## src/rtl/obs_overlap_mac.sv

```systemverilog
// Purpose: interleave the four OBS odd/even sub-products into one carry-less product and XOR-accumulate.
// Latency: 1 cycle from the accepted last beat to out_valid.
// Backpressure: in_ready = !out_valid || out_ready; a held result stalls every beat, last or not.
//
// Ports:
//   clk, rst_n                  clock and asynchronous active-low reset
//   in_valid/in_ready           input handshake; in_p_ee/eo/oe/oo are the P-bit sub-products
//   in_last                     beat closes the current accumulation and produces a result
//   clr                         drop the partial accumulation (the beat accepted with it becomes term 1)
//   out_valid/out_ready         result handshake
//   out_data                    W = 2P+1 bit accumulated carry-less product
//   out_terms, out_ovf          saturating term count and its saturation flag
module obs_overlap_mac #(
    parameter  int P    = 93,
    parameter  int CNTW = 8,
    localparam int W    = 2 * P + 1
) (
    input  logic            clk,
    input  logic            rst_n,
    input  logic            in_valid,
    output logic            in_ready,
    input  logic [P-1:0]    in_p_ee,
    input  logic [P-1:0]    in_p_eo,
    input  logic [P-1:0]    in_p_oe,
    input  logic [P-1:0]    in_p_oo,
    input  logic            in_last,
    input  logic            clr,
    output logic            out_valid,
    input  logic            out_ready,
    output logic [W-1:0]    out_data,
    output logic [CNTW-1:0] out_terms,
    output logic            out_ovf
);

    localparam logic [CNTW-1:0] CNT_MAX = '1;

    logic [W-1:0]    acc;
    logic [CNTW-1:0] cnt;
    logic            sat;

    logic [W-1:0]    r;
    logic [W-1:0]    sum;
    logic [CNTW-1:0] base_cnt;
    logic [CNTW-1:0] n;
    logic            wrap;
    logic            sat_n;
    logic            accept;

    // Even result bits overlap ee[i] with oo[i-1]; odd bits are the two cross terms.
    always_comb begin
        r    = '0;
        r[0] = in_p_ee[0];
        for (int i = 1; i < P; i++) begin
            r[2*i] = in_p_ee[i] ^ in_p_oo[i-1];
        end
        r[2*P] = in_p_oo[P-1];
        for (int i = 0; i < P; i++) begin
            r[2*i+1] = in_p_eo[i] ^ in_p_oe[i];
        end
    end

    // Downstream readiness feeds straight through to the input side.
    assign in_ready = !out_valid || out_ready;
    assign accept   = in_valid && in_ready;

    // clr on an accepted beat restarts from that beat as the first term.
    assign sum      = (clr ? '0 : acc) ^ r;
    assign base_cnt = clr ? '0 : cnt;
    assign wrap     = (base_cnt == CNT_MAX);
    assign n        = wrap ? CNT_MAX : base_cnt + 1'b1;
    assign sat_n    = (clr ? 1'b0 : sat) | wrap;

    always_ff @(posedge clk or negedge rst_n) begin
        if (!rst_n) begin
            acc       <= '0;
            cnt       <= '0;
            sat       <= 1'b0;
            out_valid <= 1'b0;
            out_data  <= '0;
            out_terms <= '0;
            out_ovf   <= 1'b0;
        end else begin
            // Drop the current result once taken; a last beat accepted in the
            // same cycle overrides this below and keeps out_valid high.
            if (out_valid && out_ready) begin
                out_valid <= 1'b0;
            end
            if (accept) begin
                if (in_last) begin
                    out_data  <= sum;
                    out_terms <= n;
                    out_ovf   <= sat_n;
                    out_valid <= 1'b1;
                    acc       <= '0;
                    cnt       <= '0;
                    sat       <= 1'b0;
                end else begin
                    acc <= sum;
                    cnt <= n;
                    sat <= sat_n;
                end
            end else if (clr) begin
                acc <= '0;
                cnt <= '0;
                sat <= 1'b0;
            end
        end
    end

endmodule

```

## config.mk

```make
export PLATFORM = sky130hd
export DESIGN_NAME = obs_overlap_mac
export DESIGN_NICKNAME = d
export VERILOG_FILES = /design/src/rtl/obs_overlap_mac.sv
export SDC_FILE = /design/constraint.sdc
export NUM_CORES = 1
export LEC_CHECK = 0
export CAP_MARGIN = 30
export CORE_AREA = 2 2 226 228
export DETAILED_ROUTE_END_ITERATION = 16
export DIE_AREA = 0 0 228 230
export MAX_ROUTING_LAYER = met4
export PLACE_DENSITY = 0.8
export SYNTH_ARGS = -nofsm -noshare
export SYNTH_HDL_FRONTEND = slang
export SYNTH_SLANG_ARGS = --single-unit
```

## constraint.sdc

```tcl
create_clock -name clk -period 2.95 [get_ports clk]
set_input_delay 0.4425 -clock clk [delete_from_list [all_inputs] [get_ports clk]]
set_output_delay 0.4425 -clock clk [all_outputs]
set_load 0.02 [all_outputs]
```

==> run_results.csv <==
group,metric,value,unit
worst_hold_path,hold_path.startpoint,"in_last",
sta,clock_skew,0.00995,ns
setup_path,regToRegSetupSlack,1.06,ns
floorplanning,placeableCoreArea,49900,um^2
worst_hold_path,worst_hold_path.endpoint,"acc[7]",
clock_network,clkSinkCount,393,
clock_network,cts-htree-levels,2,
route,route.detailed.vias_per_inst,5.06,
pwr,sw_share,30.5,%
finish,most_common_cell_after_layout_fill_and_taps_aside,"clkdlybuf4s50_1",
pwr,comb_power_share,28.2,%
pwr,totalPowerFinal,16.9,mW
route,wl_per_cell,16.5,um
place,dpl.hpwl,40.3,mm
setup_path,worst-endpoint-arrival,1.95,ns
logic_synthesis,synth_nets,2669,
sta,setup_violations,0,
logic_synthesis,yosys.area.top_type_share,48.5,%
route,vias,17800,
clock_network,cts.repair_timing.setup_buffer_count,0,
clock_network,tritoncts,"done",
logic_synthesis,yosysWarningCount,0,
grt,number_of_global_route_vias_before_repair,18300,
floorplanning,rows,82,
logic_synthesis,synthesis.area_per_instance,8.85,um^2
worst_hold_path,min_path_type,"primary input to flip-flop",
floorplanning,initial_core_util,40.7,%
sta,worst_pin_slew,0.862,ns
setup_path,cp-end-kind,"primary output",
worst_hold_path,hold_depth,4,
setup_path,timing.reg2reg.worst_path_depth,5,
place,dp_slack,0.549,ns
logic_synthesis,synth_seq_cells,393,
floorplanning,die-height,230,um
sta,timing.final.ws_setup,0.560,ns
place,dpl_cell_area,26700,um^2
clock_network,worst_skew_late_latency,0.55,ns
setup_path,cp.required,2.51,ns
sta,timing.setup.tns,0,ns
logic_synthesis,synth_seq_area_share,48.5,%
logic_synthesis,yosysUniqueCellTypes,41,
place,io_buffers,575,
floorplanning,pin_count,576,
logic_synthesis,synthesis.instances,2291,
pwr,peakVddDrop,0.379,mV
grt,antenna_violations_before_repair,1,
finish,layout.cell_area.non_filler,28200,um^2
sta,grt_setup_unrepaired,"no",
place,gp_congestion,0.866,
pwr,power.net_switching,5.15,mW
route,detailedRoute.firstPassIterationCount,7,
clock_network,clk_path_buf_depth,3,
sta,fmaxAchievable,0.418,GHz
sta,finalHoldViolCount,0,
clock_network,cts_resized,0,
clock_network,root_buffer,"clkbuf_16",
logic_synthesis,netlist_top_cells_area,"dfrtp_1 48%, xnor2_1 8.1%, xor2_1 8.0%",
grt,grt_remaining_overflow,0,
finish,drive_gt1_share,4.04,%
grt,wire_length_of_the_first_global_routing_pass,93.2,mm
route,totalWireLength,58.1,mm
logic_synthesis,yosys.area.top_type,"dfrtp_1",
finish,final.fill_count,4285,
sta,final_min_period_over_clock_period,81.0,%
finish,area.growth.synth_to_final,39.0,%
pwr,p_int,11.7,mW
setup_path,start_kind,"flip-flop",
finish,design.final.nets,3191,
pwr,sequentialPowerShare,38.7,%
pwr,power.leakage,11.7,nW
route,drt_first_iter_violations,1166,
finish,final_core_utilization,56.6,%
setup_path,critical_path.reg2reg.endpoint,"acc[61]",
grt,total_routing_usage_reported_by_global_routing,22.3,%
pwr,power_density,598,nW/um^2
sta,max-slew-margin-rel,42.6,%
finish,final_cell_mix,"572 x clkdlybuf4s50_1, 393 x dfrtp_1, 391 x nand2_1",
route,route.detailed.drc,0,
sta,slew_viol_final,0,
setup_path,crit_path_max_fanout,6,
sta,finalCriticalPeriod,2.39,ns
floorplanning,die_width,228,um
setup_path,worstSetupPathType,"flip-flop to primary output",
clock_network,cts.reportedPaths.clkPinSlew,0.06,ns
pwr,power_frac_clock,33.1,%
logic_synthesis,netlist_area,20300,um^2
flow_run,timing.max_cap.violations,0,
status,run_status,"complete, no violations",
setup_path,crit-reg2reg-launch,"out_valid",
clock_network,tritoncts.num_buffers,44,
grt,grt_max_degree,99,
floorplanning,floorplan.die_area,52400,um^2
route,antenna_left,0,
## per-stage QoR
step / cells / hold WS [ns]
after floorplan: 2291 / 0.147
after global placement: 3438 / 0.459
after detailed placement: 3438 / 0.461
after CTS: 3516 / 0.321
after global routing: 3517 / 0.364
final: 3517 / 0.356
## layout make-up
| cell class | count | area, um^2 | area share (%) |
|---|---|---|---|
| flip-flops and latches | 393 | 9830 | 34.9 |
| multi-input cells | 1764 | 9860 | 35.0 |
| repair buffers | 609 | 6210 | 22.0 |
| diodes | 1 | 2.50 | 0.00887 |
| inverters | 1 | 3.75 | 0.0133 |
| well taps | 672 | 841 | 2.98 |
| clock inverters | 13 | 169 | 0.599 |
| clock buffers | 64 | 1290 | 4.56 |
## cell families (layout without fill, tap and decap cells)
family | Yosys count | after routing | synth area share, %
DFF | 393 | 393 | 48.5
xor gates and xnor gates | 373 | 373 | 16.1
other | 0 | 1 | 0
and+or+nand+nor | 802 | 802 | 17.6
muxes | 1 | 1 | 0.0493
buffers and inverters | 134 | 687 | 3.03
AOI/OAI and AO/OA | 588 | 588 | 14.7
## how the worst max path moves through the flow
stage	slack (ns)	depth (start not counted)	end	start
floorplan	1.39	8	cnt[1]	out_ready
global placement	0.57	3	in_ready	out_ready
detailed placement	0.55	3	in_ready	out_ready
CTS	0.52	2	in_ready	out_valid
global route	0.48	2	in_ready	out_valid
finish	0.56	2	in_ready	out_valid
## synth_stat cells (all sizes together)
cell	n
o221a	1
nor3	7
nor3b	1
a31o	1
o22ai	3
mux2i	1
nand3	6
nor2b	186
o211ai	1
nand2b	3
and2	3
buf	61
a21oi	6
nor4	1
o21a	1
a41oi	1
xnor2	188
and3b	1
a311oi	1
a22oi	2
a21o	1
or2	2
a31oi	5
clkbuf	72
xor2	185
o21ai	563
nor2	197
and4b	1
dfrtp	393
inv	1
o31ai	2
nand2	394
## sequential cells by signal, summed over array words and instances, names as in the netlist
name,flops
out_data,187
out_valid,1
sat,1
cnt,8
out_terms,8
out_ovf,1
acc,187
## worst max-delay path: stages, from the launching register on
cell             delay, ns
dfrtp_1               0.37
nand2b_1              0.32
clkdlybuf4s50_1       0.70
## layer usage
metal  share of wire (%)  vias to the layer above  GRT usage, %
met5                   0                        -             -
met4                 3.4                        0          8.68
met3                 5.5                      143          3.67
met2                  50                      567          38.5
met1                  41                     8589          26.1
li1                    -                     8488             -
## power groups by stage
stage	registers [mW]	logic [mW]	clock network, mW
after floorplan	7.25	1.68	0
after global placement	6.59	4.65	0
after detailed placement	6.62	4.77	0
after CTS	6.53	4.80	5.69
after global routing	6.62	5.11	5.90
final	6.53	4.76	5.59
## timing repair
action | in CTS | in global routing
endpoints found under the hold margin | 58 | 0
endpoints found under the setup margin | 0 | 0
hold buffers | 1 | 0
Note: power is estimated with default switching activity, not from simulation.
